## config.mk

```make
export PLATFORM = sky130hd
export DESIGN_NAME = dual_lane_buffer
export DESIGN_NICKNAME = d
export VERILOG_FILES = /design/src/rtl/dual_lane_buffer_lane_fifo.sv /design/src/rtl/dual_lane_buffer.sv
export SDC_FILE = /design/constraint.sdc
export NUM_CORES = 1
export LEC_CHECK = 0
export BUFFER_PORTS_ARGS = -buffer_cell sky130_fd_sc_hd__buf_4
export CAP_MARGIN = 40
export CELL_PAD_IN_SITES_DETAIL_PLACEMENT = 1
export CELL_PAD_IN_SITES_GLOBAL_PLACEMENT = 2
export CORE_MARGIN = 8
export CORE_UTILIZATION = 40
export DETAILED_ROUTE_END_ITERATION = 6
export MAX_ROUTING_LAYER = met4
export PLACE_DENSITY_LB_ADDON = 0.1
export RECOVER_POWER = 25
export SLEW_MARGIN = 20
export SYNTH_ARGS = -nofsm -noshare
export SYNTH_HDL_FRONTEND = slang
export SYNTH_HIERARCHICAL = 1
export SYNTH_SLANG_ARGS = --single-unit
```

## constraint.sdc

```tcl
create_clock -name CLK -period 2.1 [get_ports CLK]
set_input_delay 0.315 -clock CLK [delete_from_list [all_inputs] [get_ports CLK]]
set_output_delay 0.315 -clock CLK [all_outputs]
set_load 0.02 [all_outputs]
```

## src/rtl/dual_lane_buffer_lane_fifo.sv

```systemverilog
`default_nettype none
// ============================================================================
//  Module      : lane_fifo
//  Description : Synchronous first-word-fall-through FIFO for one output lane.
//                The head entry is always visible on o_data_out; occupancy
//                is tracked by an explicit count that drives full/empty.
//  Revision    : 1.0  initial release
// ============================================================================
module lane_fifo #(
    parameter  int WIDTH = 32,
    parameter  int DEPTH = 4,
    localparam int CNT_W = $clog2(DEPTH) + 1
) (
    input  logic             clk,
    input  logic             rst_n,
    input  logic             i_push,
    input  logic [WIDTH-1:0] i_data_in,
    output logic             o_full,
    input  logic             i_pop,
    output logic [WIDTH-1:0] o_data_out,
    output logic             o_empty,
    output logic [CNT_W-1:0] o_count
);

    localparam int PTR_W = $clog2(DEPTH);

    logic [WIDTH-1:0] r_mem [DEPTH];
    logic [PTR_W-1:0] r_wr_ptr;
    logic [PTR_W-1:0] r_rd_ptr;
    logic [CNT_W-1:0] r_count;

    logic w_full;
    logic w_empty;
    logic w_push;
    logic w_pop;

    assign w_full  = (r_count == CNT_W'(DEPTH));
    assign w_empty = (r_count == '0);

    // Guard locally as well so the FIFO is safe even if a caller misbehaves.
    assign w_push  = i_push && !w_full;
    assign w_pop   = i_pop  && !w_empty;

    // Storage array: data only, no reset needed since reads are masked by count.
    always_ff @(posedge clk) begin
        if (w_push) begin
            r_mem[r_wr_ptr] <= i_data_in;
        end
    end

    // Pointer and occupancy tracking; pointers wrap naturally modulo DEPTH.
    always_ff @(posedge clk) begin
        if (!rst_n) begin
            r_wr_ptr <= '0;
            r_rd_ptr <= '0;
            r_count  <= '0;
        end else begin
            if (w_push) begin
                r_wr_ptr <= r_wr_ptr + PTR_W'(1);
            end
            if (w_pop) begin
                r_rd_ptr <= r_rd_ptr + PTR_W'(1);
            end
            if (w_push && !w_pop) begin
                r_count <= r_count + CNT_W'(1);
            end else if (w_pop && !w_push) begin
                r_count <= r_count - CNT_W'(1);
            end
        end
    end

    assign o_full     = w_full;
    assign o_empty    = w_empty;
    assign o_count    = r_count;
    assign o_data_out = r_mem[r_rd_ptr];

endmodule
`default_nettype wire

```

## src/rtl/dual_lane_buffer.sv

```systemverilog
`default_nettype none
// ============================================================================
//  Module      : dual_lane_buffer
//  Description : Captures the lane chosen by the upstream 1-to-2 selector and
//                queues it in one of two independent FWFT FIFOs, each with its
//                own valid/ready consumer handshake.
//  Revision    : 1.0  initial release
// ============================================================================
module dual_lane_buffer #(
    parameter  int WIDTH = 32,
    parameter  int DEPTH = 4,
    localparam int CNT_W = $clog2(DEPTH) + 1
) (
    input  logic             CLK,
    input  logic             RST_N,
    input  logic             VALID_IN,
    input  logic             SELECT,
    input  logic [WIDTH-1:0] DATA_IN_0,
    input  logic [WIDTH-1:0] DATA_IN_1,
    output logic             READY_IN,
    output logic [WIDTH-1:0] DATA_OUT_0,
    output logic             VALID_OUT_0,
    input  logic             READY_OUT_0,
    output logic [WIDTH-1:0] DATA_OUT_1,
    output logic             VALID_OUT_1,
    input  logic             READY_OUT_1,
    output logic [CNT_W-1:0] COUNT_0,
    output logic [CNT_W-1:0] COUNT_1
);

    logic             w_full_0;
    logic             w_full_1;
    logic             w_empty_0;
    logic             w_empty_1;
    logic             w_push_0;
    logic             w_push_1;
    logic             w_pop_0;
    logic             w_pop_1;
    logic [WIDTH-1:0] w_head_0;
    logic [WIDTH-1:0] w_head_1;

    // Ready reflects only the lane being addressed; a full idle lane never
    // back-pressures traffic to the other one.
    assign READY_IN = SELECT ? !w_full_1 : !w_full_0;

    // Exactly one lane can be pushed per cycle.
    assign w_push_0 = VALID_IN && READY_IN && (SELECT == 1'b0);
    assign w_push_1 = VALID_IN && READY_IN && (SELECT == 1'b1);

    assign VALID_OUT_0 = !w_empty_0;
    assign VALID_OUT_1 = !w_empty_1;

    assign w_pop_0 = VALID_OUT_0 && READY_OUT_0;
    assign w_pop_1 = VALID_OUT_1 && READY_OUT_1;

    // Stale array contents never leak to the consumers.
    assign DATA_OUT_0 = VALID_OUT_0 ? w_head_0 : '0;
    assign DATA_OUT_1 = VALID_OUT_1 ? w_head_1 : '0;

    lane_fifo #(
        .WIDTH (WIDTH),
        .DEPTH (DEPTH)
    ) u_lane_0 (
        .clk        (CLK),
        .rst_n      (RST_N),
        .i_push     (w_push_0),
        .i_data_in  (DATA_IN_0),
        .o_full     (w_full_0),
        .i_pop      (w_pop_0),
        .o_data_out (w_head_0),
        .o_empty    (w_empty_0),
        .o_count    (COUNT_0)
    );

    lane_fifo #(
        .WIDTH (WIDTH),
        .DEPTH (DEPTH)
    ) u_lane_1 (
        .clk        (CLK),
        .rst_n      (RST_N),
        .i_push     (w_push_1),
        .i_data_in  (DATA_IN_1),
        .o_full     (w_full_1),
        .i_pop      (w_pop_1),
        .o_data_out (w_head_1),
        .o_empty    (w_empty_1),
        .o_count    (COUNT_1)
    );

`ifndef SYNTHESIS
    // An unknown lane select with a live word would steer data unpredictably.
    always @(posedge CLK) begin
        if (RST_N && VALID_IN) begin
            assert (!$isunknown(SELECT))
                else $error("dual_lane_buffer: SELECT unknown while VALID_IN=1");
        end
    end
`endif

endmodule
`default_nettype wire

```

# --- Word-level counts from Yosys, hierarchy flattened ---
# Memories as Yosys holds them, arrays and structs flattened. A register that Yosys moved wholly into a read port is not among the register bits.
# Cells that the tools add are included.
# Widths: inputs -> output; s select.
word_totals:
  register_bits: 14
  mem_bits_rw: 256
  inputBits: 70
  output_inout_bits: 73
  elab_cells: 59
  mem_count: 2
classes:
  n_addsub: 8
  n_eq_ne: 2
  mux: 15
  n_bitwise: 1
  n_reduce_logical: 25
mem_list:
  columns: ["memory", "words", "width", "read_ports", "rd_clocked_by_memory_dff", "wr", "line", "text"]
  rows:
  - ["u_lane_0.r_mem", 4, 32, 1, 1, 1, "dual_lane_buffer_lane_fifo.sv:27", "logic [WIDTH-1:0] r_mem [DEPTH];"]
  - ["u_lane_1.r_mem", 4, 32, 1, 1, 1, "dual_lane_buffer_lane_fifo.sv:27", null]
ops:
  columns: ["operator", "count"]
  rows:
  - ["$mux 32", 2]
  - ["$logic_and 1x1->1", 13]
  - ["$mux 3", 4]
  - ["$add 2x1->2 const B", 4]
  - ["$logic_not 1->1", 8]
  - ["$mux 2", 4]
  - ["$add 3x1->3 const B", 2]
  - ["$eq 3x3->1 const B", 2]
  - ["$logic_not 3->1", 2]
  - ["$sub 3x1->3 const B", 2]
  - ["$mux 1", 5]
  - ["$reduce_bool 2->1", 2]
  - ["$not 1->1", 1]

# --- Logic depth before layout (Yosys ltp) ---
# Gate-level depths: netlist of the first run.
logic_depth:
  word_depth: 10
  ltp_mapped: 10
  mapped_depth_nobuf: 9

# --- Modules after synthesis ---
# Netlist of the first run, hierarchy kept.
by_module_without_submodules:
  columns: ["module", "instances", "cells_each", "area_each_um2", "seq_area_each_um2"]
  rows:
  - ["lane_fifo", 2, 215, 5147.4, 4023.9]
  - ["dual_lane_buffer", 1, 77, 476.7, 0.0]

# --- Worst setup path before layout of the first run ---
# No wires, ideal clock.
synth_path:
  path_type: "register to register"
  startpoint: "register u_lane_0.r_count[0] (netlist: u_lane_0/o_count[0])"
  endpoint: "register u_lane_0.r_count[2] (netlist: u_lane_0/o_count[2])"
  setup_time_ps: 76
  arrival_ps: 2337
  t_required_ps: 2024
  slack_ps: -313
  path_stages_with_launch: 10
  path_buffers: 0
  period_less_slack_ps: 2413
  cell_sequence: "dfxtp_1 > nor3_1 > nor2b_1 > o31ai_2 > ha_1 > inv_1 > fa_1 > xor2_1 > or3_1 > a21boi_0"
synth_lines:
  columns: ["item", "line", "text"]
  rows:
  - ["start, declared", "dual_lane_buffer_lane_fifo.sv:30", "logic [CNT_W-1:0] r_count;"]
  - ["start signal, assigned", "dual_lane_buffer_lane_fifo.sv:65", "r_count <= r_count + CNT_W'(1);"]
  - ["start signal, assigned", "dual_lane_buffer_lane_fifo.sv:67", "r_count <= r_count - CNT_W'(1);"]
  - ["$logic_not 3->1 *", "dual_lane_buffer_lane_fifo.sv:38", "assign w_empty = (r_count == '0);"]
  - ["named net w_empty_0", "dual_lane_buffer.sv:33", "logic w_empty_0;"]
  - ["$logic_not 1->1 *", "dual_lane_buffer.sv:50", "assign VALID_OUT_0 = !w_empty_0;"]
  - ["$logic_and 1x1->1 *", "dual_lane_buffer.sv:53", "assign w_pop_0 = VALID_OUT_0 && READY_OUT_0;"]
  - ["named net w_pop_0", "dual_lane_buffer.sv:37", "logic w_pop_0;"]
  - ["$logic_and 1x1->1 *", "dual_lane_buffer_lane_fifo.sv:42", "assign w_pop = i_pop && !w_empty;"]
  - ["$logic_not 1->1", "dual_lane_buffer_lane_fifo.sv:64", "if (w_push && !w_pop) begin"]
  - ["$logic_and 1x1->1", "dual_lane_buffer_lane_fifo.sv:64", null]
  - ["$mux 3 or $reduce_bool 2->1 (tied branches)", null, null]
# The timed path passes the listed nets; every way through them passes the cells marked *. The select of a mux whose other input is x is not followed.
# A chain may end at the register's enable or synchronous reset.

==> flow_results.xml, run 1 <==
<?xml version="1.0" encoding="UTF-8"?>
<metrics>
  <group name="outcome">
    <metric name="run_status" unit="">complete, but fails checks</metric>
    <metric name="failed_checks" unit="">negative setup slack</metric>
  </group>
  <group name="routing">
    <metric name="drt.antenna.violating_nets" unit="">0</metric>
    <metric name="drt_pre_antenna_iters" unit="">4</metric>
    <metric name="drt_iter0_markers" unit="">224</metric>
    <metric name="final_routed_drc_violation_total" unit="">0</metric>
    <metric name="routed-via-count" unit="">5690</metric>
    <metric name="drt-wirelength-per-cell" unit="µm">21.9</metric>
    <metric name="viasPerCell" unit="">4.98</metric>
    <metric name="finalWirelength" unit="mm">25.0</metric>
  </group>
  <group name="timing">
    <metric name="rsz0062_at_grt" unit="">true</metric>
    <metric name="final_max_slew_viol_count" unit="">0</metric>
    <metric name="clock.fmax" unit="MHz">432</metric>
    <metric name="report.final.hold_viol_count" unit="">0</metric>
    <metric name="finClkSkew" unit="ns">0.0123</metric>
    <metric name="postLayoutSetupSlackWorst" unit="ns">-0.217</metric>
    <metric name="tns" unit="ns">-10.09</metric>
    <metric name="final.period_utilization" unit="%">110</metric>
    <metric name="min_period" unit="ns">2.32</metric>
    <metric name="maxSlewHeadroom" unit="%">77.2</metric>
    <metric name="setup_viol" unit="">66</metric>
    <metric name="tightest_slew" unit="ns">0.337</metric>
  </group>
  <group name="synth">
    <metric name="synth_fp_nets" unit="">589</metric>
    <metric name="syn-mean-instance-area" unit="µm²">21.2</metric>
    <metric name="synthesis.instances" unit="">507</metric>
    <metric name="synth-seq-area-share" unit="%">74.7</metric>
    <metric name="synth-seq-cells" unit="">274</metric>
    <metric name="yosys_warnings" unit="">6</metric>
    <metric name="ys.flop_type" unit="">edfxtp_1</metric>
    <metric name="syn-cell-area" unit="µm²">10800</metric>
    <metric name="postSynth.asyncResetShare" unit="%">0</metric>
    <metric name="post_synth_edffs" unit="">256</metric>
    <metric name="ys_types" unit="">26</metric>
  </group>
  <group name="floorplan">
    <metric name="die-area" unit="µm²">32400</metric>
    <metric name="core" unit="µm²">26700</metric>
    <metric name="initial_core_util" unit="%">40.3</metric>
    <metric name="placementRows" unit="">60</metric>
    <metric name="dieHeight" unit="µm">180</metric>
    <metric name="die-width" unit="µm">180</metric>
    <metric name="ioPinCount" unit="">143</metric>
  </group>
  <group name="layout">
    <metric name="finalCoreUtilization" unit="%">55.4</metric>
    <metric name="final_net_count" unit="">859</metric>
    <metric name="layout_commonest_cell" unit="">edfxtp_1</metric>
    <metric name="final_cell_mix" unit="">256 x edfxtp_1, 110 x buf_4, 64 x dlygate4sd3_1</metric>
    <metric name="drive_gt1_share" unit="%">42.3</metric>
    <metric name="final-seq-area" unit="µm²">8080</metric>
    <metric name="filler_cell_count" unit="">2366</metric>
    <metric name="area_growth_syn_to_layout" unit="%">37.6</metric>
    <metric name="multi_input_area" unit="µm²">2760</metric>
  </group>
  <group name="power">
    <metric name="register_share_of_total_power" unit="%">33.8</metric>
    <metric name="switching_share" unit="%">30.9</metric>
    <metric name="report.power.total" unit="mW">19.8</metric>
    <metric name="internal-power" unit="mW">13.7</metric>
    <metric name="power.clock.fraction" unit="%">27.4</metric>
    <metric name="power.share.combinational" unit="%">38.8</metric>
    <metric name="total_switching_power" unit="mW">6.11</metric>
    <metric name="power_density_relative_to_cell_area" unit="nW/µm²">1340</metric>
    <metric name="power_leakage" unit="nW">5.15</metric>
    <metric name="worst_ir_drop_vdd" unit="V">0.000941</metric>
  </group>
  <group name="clock_network">
    <metric name="htree_num_levels" unit="">1</metric>
    <metric name="ctsRootBufferMaster" unit="">clkbuf_16</metric>
    <metric name="clk_transition_reported_paths" unit="ns">0.06</metric>
    <metric name="clk-insertion-delay-late" unit="ns">0.54</metric>
    <metric name="clock_path_buffers" unit="">3</metric>
    <metric name="tritoncts.num_buffers" unit="">29</metric>
    <metric name="cts_num_sinks" unit="">274</metric>
    <metric name="cts_tree" unit="">done</metric>
  </group>
  <group name="global_route">
    <metric name="grt_util_met3" unit="%">3.43</metric>
    <metric name="grt_max_degree" unit="">34</metric>
    <metric name="gr-max-usage-layer" unit="">met2</metric>
    <metric name="grt_util_met1" unit="%">16.8</metric>
    <metric name="antenna_found_initial" unit="">2</metric>
    <metric name="grt_pass1_vias" unit="">6530</metric>
    <metric name="overflow" unit="">0</metric>
    <metric name="total_global_route_track_usage" unit="%">15.3</metric>
    <metric name="grt_pass1_wl" unit="mm">37.8</metric>
    <metric name="globalRouteMet2Util" unit="%">28.2</metric>
  </group>
  <group name="worst_setup_path">
    <metric name="slowest_stage" unit="">mux4_2</metric>
    <metric name="crit_path_launch_type" unit="">flip-flop</metric>
    <metric name="timing.critical_path.required" unit="ns">1.78</metric>
    <metric name="cp_max_fo" unit="">6</metric>
    <metric name="data_arrival_critical_path" unit="ns">2.00</metric>
    <metric name="cells_along_the_critical_path" unit="">buf_12 -&gt; buf_16 -&gt; mux4_2 -&gt; nor2b_1 -&gt; buf_4</metric>
    <metric name="critical_path.top_delay_family" unit="">multiplexers</metric>
    <metric name="worst_setup_path_end_kind" unit="">output pin</metric>
    <metric name="timing.critical_path.buf_inv" unit="">3</metric>
    <metric name="critPathMaxStageDelay" unit="ns">0.49</metric>
    <metric name="worstSetupPathType" unit="">reg2out</metric>
  </group>
  <group name="job">
    <metric name="cap_violations" unit="">0</metric>
  </group>
  <group name="place">
    <metric name="hpwl" unit="mm">14.5</metric>
    <metric name="placer_s_final_routability_congestion_estimate" unit="">0.698</metric>
    <metric name="port_bufs" unit="">142</metric>
    <metric name="preCtsSetupSlack" unit="ns">-0.150</metric>
  </group>
  <group name="worst_hold_path">
    <metric name="worst_hold_path_type" unit="">in2reg</metric>
  </group>
</metrics>
through the flow:
stage          hold WS (ns)  instance area, µm²  cells
6_report              0.143               14800   1143
5_1_grt               0.138               14800   1143
4_1_cts               0.120               14700   1126
3_5_place_dp          0.500               12500    994
3_3_place_gp          0.478               12500    994
2_1_floorplan         0.414               10800    507
area by class of cell:
cell class | instances | share of cell area [%]
Inverter | 8 | 0.220
Tap cell | 341 | 2.88
Timing Repair Buffer | 263 | 16.7
Multi-Input combinational cell | 201 | 18.7
Sequential cell | 274 | 54.5
Antenna cell | 2 | 0.0338
Clock buffer | 30 | 4.92
Clock inverter | 24 | 2.03
flip-flops by register name, summed over array words and instances (netlist names), named ones only:
register / cells
u_lane_1/r_wr_ptr: 2
u_lane_1/r_mem: 128
u_lane_0/o_count: 3
u_lane_0/r_rd_ptr: 2
u_lane_0/r_mem: 128
u_lane_1/o_count: 3
u_lane_1/r_rd_ptr: 2
u_lane_0/r_wr_ptr: 2
final timing paths:
path                        start  slack (ns)  depth (start not counted)                    to
max                     flip-flop       -0.22                          5        DATA_OUT_0[22]
min                         RST_N        0.14                          2   u_lane_1/o_count[1]
max reg2reg   u_lane_1/o_count[2]       -0.08                         10   u_lane_1/o_count[2]
min reg2reg  u_lane_0/r_wr_ptr[1]        0.51                          2  u_lane_0/r_wr_ptr[1]
worst reg2reg max path, stage by stage, from the launching register on:
cell and delay (ns):
dfxtp_4 0.34, buf_6 0.12, nor3_4 0.26, nor2b_4 0.08, o31ai_4 0.08, ha_4 0.19
inv_2 0.04, fa_2 0.36, xor2_2 0.19, or3_1 0.34, a21boi_1 0.12
cells in the mapped netlist, types with 4 or more instances:
master      n  share of area, %
and2_1     16              0.93
buf_12      6               1.1
buf_2      12              0.56
buf_6       4              0.42
dfxtp_1    18               3.3
edfxtp_1  256                71
ha_1       10               1.2
inv_1       8              0.28
mux2i_1     7              0.65
mux4_1      4              0.98
mux4_2     60                13
nand2_1     8              0.28
nor2b_1    70               4.1
xnor2_1     6              0.49
cells by family (layout without fill, tap and decap cells):
logic type	after synthesis	count (layout)	share of synthesized area [%]
xor+xnor	8	8	0.651
other cells	0	2	0
simple gates	102	102	5.87
mux	71	71	14.2
flops	274	274	74.7
buf+inv	32	325	2.44
fa+ha+maj	12	12	1.53
compound gates	8	8	0.627
layer usage:
layer / vias to the layer above / part of all wire (%)
li1: 2564 / -
met1: 2935 / 39
met2: 154 / 54
met3: 37 / 5.1
met4: 0 / 1.6
met5: - / 0
power groups by stage:
| stage | clock network [mW] | registers, mW | logic [mW] |
|---|---|---|---|
| finish | 5.44 | 6.69 | 7.68 |
| floorplan | 0 | 6.79 | 3.36 |
| global placement | 0 | 6.74 | 5.62 |
| CTS | 5.57 | 6.69 | 7.06 |
| global route | 5.77 | 6.73 | 8.18 |
| detailed placement | 0 | 6.78 | 5.70 |
what timing repair did:
action,in CTS,in global routing
pin swaps,7,11
hold buffers,64,0
setup endpoints to repair,68,67
resized for setup,67,41
buffers inserted,10,13
cloned,5,3
endpoints found under the hold margin,256,0
(Power assumes the default switching activity.)
==> run 2: changes to the inputs <==
--- a/config.mk
+++ b/config.mk
@@ -9,6 +9,7 @@
 export CAP_MARGIN = 40
 export CELL_PAD_IN_SITES_DETAIL_PLACEMENT = 1
 export CELL_PAD_IN_SITES_GLOBAL_PLACEMENT = 2
+export CORE_ASPECT_RATIO = 0.9
 export CORE_MARGIN = 8
 export CORE_UTILIZATION = 40
 export DETAILED_ROUTE_END_ITERATION = 6
==> run 2 against run 1 <==
Effect of this change:
- the run still ends with negative setup slack left
- combinational power grew 2.9%
- worst setup slack better by 0.0084 ns
- clock power shrank 11%
- non-clock buffer count is 2 higher
- sequential power is essentially flat
- critical path depth unchanged
- clock skew is 0.0048 ns higher
- sequential cell count stayed put
- first-iteration DRC count is 19% higher
- fmax is 0.36% higher
- via count grew 0.30%
- critical path type unchanged
==> flow_results.xml, run 2 (synthesized netlist as in run 1, its figures left out) <==
<?xml version="1.0" encoding="UTF-8"?>
<metrics>
  <group name="worst_setup_path">
    <metric name="critical_path.top_delay_family" unit="">multiplexers</metric>
    <metric name="cells_along_the_critical_path" unit="">buf_12 -&gt; buf_16 -&gt; mux4_2 -&gt; nor2b_4 -&gt; buf_6</metric>
    <metric name="timing.critical_path.buf_inv" unit="">3</metric>
    <metric name="slowest_stage" unit="">mux4_2</metric>
    <metric name="data_arrival_critical_path" unit="ns">1.99</metric>
    <metric name="critPathMaxStageDelay" unit="ns">0.51</metric>
    <metric name="timing.critical_path.required" unit="ns">1.78</metric>
    <metric name="worstSetupPathType" unit="">reg2out</metric>
    <metric name="cp_max_fo" unit="">5</metric>
    <metric name="crit_path_launch_type" unit="">flip-flop</metric>
    <metric name="worst_setup_path_end_kind" unit="">output pin</metric>
  </group>
  <group name="floorplan">
    <metric name="core" unit="µm²">26700</metric>
    <metric name="die-area" unit="µm²">32400</metric>
    <metric name="placementRows" unit="">57</metric>
    <metric name="die-width" unit="µm">189</metric>
    <metric name="ioPinCount" unit="">143</metric>
    <metric name="initial_core_util" unit="%">40.3</metric>
    <metric name="dieHeight" unit="µm">172</metric>
  </group>
  <group name="place">
    <metric name="port_bufs" unit="">142</metric>
    <metric name="hpwl" unit="mm">14.6</metric>
    <metric name="placer_s_final_routability_congestion_estimate" unit="">0.806</metric>
    <metric name="preCtsSetupSlack" unit="ns">-0.0602</metric>
  </group>
  <group name="layout">
    <metric name="largest_registers" unit="">u_lane_0/r_mem: 128 flops, u_lane_1/r_mem: 128 flops</metric>
    <metric name="final-seq-area" unit="µm²">8080</metric>
    <metric name="final_net_count" unit="">862</metric>
    <metric name="filler_cell_count" unit="">2402</metric>
    <metric name="multi_input_area" unit="µm²">2760</metric>
    <metric name="layout_commonest_cell" unit="">edfxtp_1</metric>
    <metric name="area_growth_syn_to_layout" unit="%">36.9</metric>
    <metric name="drive_gt1_share" unit="%">41.4</metric>
    <metric name="finalCoreUtilization" unit="%">55.2</metric>
    <metric name="final_cell_mix" unit="">256 x edfxtp_1, 99 x buf_4, 64 x dlygate4sd3_1, 64 x mux4_2, 42 x clkbuf_1</metric>
  </group>
  <group name="global_route">
    <metric name="total_global_route_track_usage" unit="%">15.5</metric>
    <metric name="grt_pass1_wl" unit="mm">38.0</metric>
    <metric name="grt_pass1_vias" unit="">6482</metric>
    <metric name="grt_max_degree" unit="">34</metric>
    <metric name="antenna_found_initial" unit="">1</metric>
    <metric name="overflow" unit="">0</metric>
  </group>
  <group name="routing">
    <metric name="routed-via-count" unit="">5707</metric>
    <metric name="drt_iter0_markers" unit="">267</metric>
    <metric name="finalWirelength" unit="mm">25.5</metric>
    <metric name="final_routed_drc_violation_total" unit="">0</metric>
    <metric name="drt_pre_antenna_iters" unit="">4</metric>
    <metric name="drt.antenna.violating_nets" unit="">0</metric>
    <metric name="drt-wirelength-per-cell" unit="µm">22.1</metric>
    <metric name="viasPerCell" unit="">4.93</metric>
  </group>
  <group name="power">
    <metric name="power_leakage" unit="nW">5.11</metric>
    <metric name="power.share.combinational" unit="%">40.7</metric>
    <metric name="power_density_relative_to_cell_area" unit="nW/µm²">1320</metric>
    <metric name="report.power.total" unit="mW">19.4</metric>
    <metric name="internal-power" unit="mW">13.3</metric>
    <metric name="register_share_of_total_power" unit="%">34.4</metric>
    <metric name="worst_ir_drop_vdd" unit="V">0.000823</metric>
    <metric name="total_switching_power" unit="mW">6.18</metric>
    <metric name="switching_share" unit="%">31.8</metric>
    <metric name="power.clock.fraction" unit="%">24.9</metric>
  </group>
  <group name="clock_network">
    <metric name="cts_num_sinks" unit="">274</metric>
    <metric name="cts_tree" unit="">done</metric>
    <metric name="clock_path_buffers" unit="">3</metric>
    <metric name="clk_transition_reported_paths" unit="ns">0.06</metric>
    <metric name="tritoncts.num_buffers" unit="">30</metric>
    <metric name="htree_num_levels" unit="">1</metric>
    <metric name="clk-insertion-delay-late" unit="ns">0.55</metric>
    <metric name="ctsRootBufferMaster" unit="">clkbuf_16</metric>
  </group>
  <group name="timing">
    <metric name="final.period_utilization" unit="%">110</metric>
    <metric name="finalHoldWorstSlack" unit="ns">0.143</metric>
    <metric name="min_period" unit="ns">2.31</metric>
    <metric name="clock.fmax" unit="MHz">433</metric>
    <metric name="rsz0062_at_grt" unit="">true</metric>
    <metric name="setup_viol" unit="">66</metric>
    <metric name="maxSlewHeadroom" unit="%">74.6</metric>
    <metric name="report.final.hold_viol_count" unit="">0</metric>
    <metric name="finClkSkew" unit="ns">0.0171</metric>
    <metric name="tightest_slew" unit="ns">0.381</metric>
    <metric name="final_max_slew_viol_count" unit="">0</metric>
    <metric name="postLayoutSetupSlackWorst" unit="ns">-0.209</metric>
  </group>
  <group name="worst_hold_path">
    <metric name="worst_hold_path_type" unit="">in2reg</metric>
  </group>
  <group name="outcome">
    <metric name="run_status" unit="">complete, but fails checks</metric>
    <metric name="failed_checks" unit="">negative setup slack</metric>
  </group>
  <group name="job">
    <metric name="cap_violations" unit="">0</metric>
  </group>
</metrics>
==> run 2: what timing repair did <==
action / in CTS / in global routing
setup endpoints to repair: 68 / 68
pin swaps: 4 / 2
hold buffers: 64 / 0
hold endpoints to repair: 256 / 0
buffers inserted: 11 / 14
gates resized for setup: 78 / 48
cloned: 6 / 4
==> run 2: power groups by stage <==
stage / logic (mW) / clock network (mW) / registers (mW)
global route: 8.39 / 5.19 / 6.73
detailed placement: 5.69 / 0 / 6.79
global placement: 5.63 / 0 / 6.74
floorplan: 3.36 / 0 / 6.79
finish: 7.90 / 4.85 / 6.69
CTS: 6.89 / 5.00 / 6.70
==> run 2: per-stage QoR <==
step	setup TNS (ns)	area, µm²	cells
final	-9.60	14800	1157
after CTS	-12.88	14600	1140
after detailed placement	-0.102	12500	1007
after global placement	0	12500	1007
after floorplan	-0.0568	10800	507
after global routing	-14.86	14800	1157
==> run 2: path summary, 6_finish.rpt <==
| path | to | cells past startpoint | slack, ns | from |
|---|---|---|---|---|
| worst max-delay path | DATA_OUT_1[10] | 5 | -0.21 | flip-flop |
| worst min-delay path | u_lane_0/o_count[1] | 2 | 0.14 | RST_N |
| worst max register to register | u_lane_0/o_count[2] | 9 | -0.07 | u_lane_0/o_count[1] |
| worst min register to register | u_lane_1/r_wr_ptr[1] | 2 | 0.50 | u_lane_1/r_wr_ptr[1] |
==> run 2: area by class of cell <==
class	instances	area share [%]
inverters	8	0.221
well taps	354	3.00
clock buffers	35	5.22
flip-flops and latches	274	54.8
diodes	1	0.0170
clock inverters	19	0.967
multi-input cells	201	18.7
repair buffers	265	17.1
==> run 2: layer usage <==
metal  global-route usage [%]  routed length (µm)  vias to the layer above
met5                        -                   0                        -
met4                     3.06                 378                        0
met3                     3.49                1200                       34
met2                     24.9               12500                      136
met1                     20.2               11400                     2976
li1                         -                   -                     2561
==> run 3: changes to the inputs <==
--- a/config.mk
+++ b/config.mk
@@ -5,13 +5,14 @@
 export SDC_FILE = /design/constraint.sdc
 export NUM_CORES = 1
 export LEC_CHECK = 0
+export ABC_AREA = 1
 export BUFFER_PORTS_ARGS = -buffer_cell sky130_fd_sc_hd__buf_4
 export CAP_MARGIN = 40
 export CELL_PAD_IN_SITES_DETAIL_PLACEMENT = 1
 export CELL_PAD_IN_SITES_GLOBAL_PLACEMENT = 2
 export CORE_ASPECT_RATIO = 0.9
 export CORE_MARGIN = 8
-export CORE_UTILIZATION = 40
+export CORE_UTILIZATION = 39
 export DETAILED_ROUTE_END_ITERATION = 6
 export MAX_ROUTING_LAYER = met4
 export PLACE_DENSITY_LB_ADDON = 0.1
==> constraint.sdc (replaced) <==
create_clock -name CLK -period 2.3 [get_ports CLK]
set_input_delay 0.345 -clock CLK [delete_from_list [all_inputs] [get_ports CLK]]
set_output_delay 0.345 -clock CLK [all_outputs]
set_load 0.02 [all_outputs]
==> run 3 against run 2 <==
Effect of this change:
- the flow now finishes without violations
- final cell count grew 28%
- non-clock buffer count shrank 59
- count of clock-buffer cells in the layout grew 4
- cell area shrank 5.0%
- via count grew 28%
- largest power group is now registers
==> flow_results.xml, run 3 <==
<?xml version="1.0" encoding="UTF-8"?>
<metrics>
  <group name="global_route">
    <metric name="grt_max_degree" unit="">65</metric>
    <metric name="total_global_route_track_usage" unit="%">15.8</metric>
    <metric name="grt_pass1_vias" unit="">7798</metric>
    <metric name="overflow" unit="">0</metric>
    <metric name="antenna_found_initial" unit="">2</metric>
    <metric name="grt_pass1_wl" unit="mm">42.1</metric>
  </group>
  <group name="synth">
    <metric name="ys.flop_type" unit="">edfxtp_1</metric>
    <metric name="syn-mean-instance-area" unit="µm²">12.3</metric>
    <metric name="netlist.top_cell.by_area" unit="">edfxtp_1</metric>
    <metric name="yosys-top-cells-area" unit="">edfxtp_1 69%, nor2_1 7.3%, o22ai_1 3.6%, inv_1 3.5%, o21ai_0 3.3%</metric>
    <metric name="postSynth.asyncResetShare" unit="%">0</metric>
    <metric name="synth_top_family_by_area" unit="">compound AO/OA/AOI/OAI gates</metric>
    <metric name="synth_adder_area_share" unit="%">1.48</metric>
    <metric name="leading_cell_type_by_number_of_instances_after_synthesis" unit="">edfxtp_1</metric>
    <metric name="synth_xor_xnor_area_share" unit="%">0.157</metric>
    <metric name="synthTopCellsByCount" unit="">256 x edfxtp_1, 218 x nor2_1, 104 x inv_1</metric>
    <metric name="ys_types" unit="">22</metric>
    <metric name="post_synth_edffs" unit="">256</metric>
    <metric name="yosys_warnings" unit="">6</metric>
    <metric name="synth_fp_nets" unit="">991</metric>
    <metric name="simple_gate_portion_of_the_synthesized_area" unit="%">9.30</metric>
    <metric name="synth-seq-cells" unit="">274</metric>
    <metric name="syn-cell-area" unit="µm²">11200</metric>
    <metric name="synth.top_cell.area_share" unit="%">68.8</metric>
    <metric name="compound_gate_fraction_of_synth_area" unit="%">9.67</metric>
    <metric name="synthesis.instances" unit="">909</metric>
    <metric name="share_of_cell_area_taken_by_muxes_after_synthesis" unit="%">0</metric>
    <metric name="synth-seq-area-share" unit="%">72.0</metric>
  </group>
  <group name="routing">
    <metric name="finalWirelength" unit="mm">27.2</metric>
    <metric name="drt_iter0_markers" unit="">262</metric>
    <metric name="routed-via-count" unit="">7291</metric>
    <metric name="viasPerCell" unit="">4.91</metric>
    <metric name="final_routed_drc_violation_total" unit="">0</metric>
    <metric name="drt.antenna.violating_nets" unit="">0</metric>
    <metric name="drt-wirelength-per-cell" unit="µm">18.3</metric>
    <metric name="drt_pre_antenna_iters" unit="">6</metric>
  </group>
  <group name="place">
    <metric name="placer_s_final_routability_congestion_estimate" unit="">0.710</metric>
    <metric name="place_inst" unit="">1394</metric>
    <metric name="hpwl" unit="mm">16.3</metric>
    <metric name="port_bufs" unit="">142</metric>
  </group>
  <group name="layout">
    <metric name="largest_registers" unit="">u_lane_0/r_mem: 128 flops, u_lane_1/r_mem: 128 flops</metric>
    <metric name="drive_gt1_share" unit="%">19.1</metric>
    <metric name="filler_cell_count" unit="">2969</metric>
    <metric name="layout_commonest_cell" unit="">edfxtp_1</metric>
    <metric name="area_growth_syn_to_layout" unit="%">25.4</metric>
    <metric name="post_layout_nonfiller_instances" unit="">1485</metric>
    <metric name="finalCoreUtilization" unit="%">49.9</metric>
    <metric name="final_cell_mix" unit="">256 x edfxtp_1, 201 x nor2_1, 118 x buf_4</metric>
    <metric name="final_net_count" unit="">1183</metric>
  </group>
  <group name="clock_network">
    <metric name="cts_tree" unit="">done</metric>
    <metric name="clk-insertion-delay-late" unit="ns">0.53</metric>
    <metric name="tritoncts.num_buffers" unit="">29</metric>
    <metric name="clock_path_buffers" unit="">3</metric>
    <metric name="htree_num_levels" unit="">1</metric>
    <metric name="cts_num_sinks" unit="">274</metric>
    <metric name="ctsRootBufferMaster" unit="">clkbuf_16</metric>
    <metric name="clk_transition_reported_paths" unit="ns">0.06</metric>
  </group>
  <group name="timing">
    <metric name="report.final.hold_viol_count" unit="">0</metric>
    <metric name="tns" unit="ns">0</metric>
    <metric name="clock.fmax" unit="MHz">453</metric>
    <metric name="final_max_slew_viol_count" unit="">0</metric>
    <metric name="finalHoldWorstSlack" unit="ns">0.0851</metric>
    <metric name="finClkSkew" unit="ns">0.0177</metric>
    <metric name="final.period_utilization" unit="%">95.9</metric>
    <metric name="tightest_slew" unit="ns">0.315</metric>
    <metric name="maxSlewHeadroom" unit="%">79.0</metric>
    <metric name="setup_viol" unit="">0</metric>
    <metric name="rsz0062_at_grt" unit="">true</metric>
    <metric name="min_period" unit="ns">2.21</metric>
  </group>
  <group name="worst_setup_path">
    <metric name="slowest_stage" unit="">dfxtp_4</metric>
    <metric name="cp_max_fo" unit="">32</metric>
    <metric name="crit_path_frequent_cell" unit="">nor2_1</metric>
    <metric name="worstSetupPathType" unit="">reg2out</metric>
    <metric name="cells_along_the_critical_path" unit="">buf_8 -&gt; inv_8 -&gt; nor2_1 -&gt; o22ai_1 -&gt; inv_1 -&gt; nor2_1 -&gt; buf_4</metric>
    <metric name="data_arrival_critical_path" unit="ns">1.86</metric>
    <metric name="worst_setup_path_end_kind" unit="">output pin</metric>
    <metric name="crit_path_launch_type" unit="">flip-flop</metric>
    <metric name="timing.critical_path.required" unit="ns">1.96</metric>
    <metric name="critPathMaxStageDelay" unit="ns">0.38</metric>
  </group>
  <group name="floorplan">
    <metric name="initial_core_util" unit="%">39.8</metric>
    <metric name="placementRows" unit="">58</metric>
    <metric name="ioPinCount" unit="">143</metric>
    <metric name="core" unit="µm²">28100</metric>
    <metric name="die-area" unit="µm²">34300</metric>
    <metric name="die-width" unit="µm">194</metric>
    <metric name="dieHeight" unit="µm">177</metric>
  </group>
  <group name="worst_hold_path">
    <metric name="worst_hold_path_type" unit="">in2reg</metric>
  </group>
  <group name="power">
    <metric name="power_density_relative_to_cell_area" unit="nW/µm²">1190</metric>
    <metric name="worst_ir_drop_vdd" unit="V">0.000970</metric>
    <metric name="report.power.total" unit="mW">16.7</metric>
    <metric name="power_leakage" unit="nW">5.32</metric>
  </group>
  <group name="outcome">
    <metric name="run_status" unit="">finished clean</metric>
  </group>
  <group name="job">
    <metric name="cap_violations" unit="">0</metric>
  </group>
</metrics>
[run 3: cell types whose count changed after synthesis, sizes merged, moves of 25 or more]
cell   previous run  this run
inv               8       108
nand2             8        33
o21ai             2       130
nor2              0       224
mux4             64         0
o22ai             0        64
nor2b            70         0
[run 3: logic make-up (layout without fill, tap and decap cells)]
family | count (synthesis) | in the layout
AOI/OAI and AO/OA | 200 | 200
xor gates and xnor gates | 2 | 2
adders and majority gates | 12 | 12
buffers and inverters | 154 | 368
DFF | 274 | 274
other | 0 | 2
and+or+nand+nor | 267 | 267
[run 3: cell type report]
class	instances	area (µm²)	area share [%]
sequential	274	8060	57.5
tap	360	450	3.21
timing repair inverter	1	11.3	0.0803
antenna	2	5.00	0.0357
inverter	108	453	3.23
multi-input combinational	481	2360	16.8
clock inverter	14	188	1.34
timing repair buffer	206	1710	12.2
clock buffer	39	783	5.59
[run 3: final timing paths]
check / slack (ns) / depth (start not counted) / endpoint / start
setup / recovery: 0.09 / 7 / DATA_OUT_0[27] / flip-flop
hold / removal: 0.09 / 1 / u_lane_0/r_mem[3][3] / DATA_IN_0[3]
setup reg to reg: 0.23 / 17 / u_lane_1/o_count[2] / u_lane_1/o_count[1]
hold reg to reg: 0.51 / 2 / u_lane_0/r_rd_ptr[0] / u_lane_0/r_rd_ptr[0]
[run 3: what timing repair did]
item / 4_1_cts / 5_1_grt
setup buffers: 2 / 1
endpoints found under the setup margin: 63 / 40
hold buffers: 30 / 0
hold endpoints to repair: 112 / 0
gates resized for setup: 10 / 30
pin swaps: 0 / 1
cloned: 1 / 2
[run 3: metal layers]
| layer | vias up | global-route usage [%] | wire length (µm) |
|---|---|---|---|
| li1 | 3543 | - | - |
| met5 | - | - | 0 |
| met1 | 3596 | 19.5 | 12300 |
| met2 | 124 | 27.4 | 13400 |
| met3 | 28 | 2.53 | 1060 |
| met4 | 0 | 3.24 | 427 |
[run 3: where the power goes]
part	switching, mW	internal [mW]	total (mW)	leakage, nW
sequential	0.180	5.87	6.05	2.47
combinational	3.73	2.18	5.91	2.38
clock	1.81	2.93	4.73	0.473
[run 3: through the flow]
step / worst slack, ns / area (µm²)
2_1_floorplan: -0.0777 / 11200
3_3_place_gp: 0.221 / 12700
3_5_place_dp: 0.0936 / 12700
4_1_cts: 0.00193 / 14000
5_1_grt: -0.0159 / 14000
6_report: 0.0938 / 14000
[run 3: critical path, delay by kind of cell (launching register included)]
family	cells	cell delay, ns
AOI/OAI and AO/OA	1	0.17
buffers and inverters	4	0.61
DFF	1	0.38
and+or+nand+nor	2	0.16
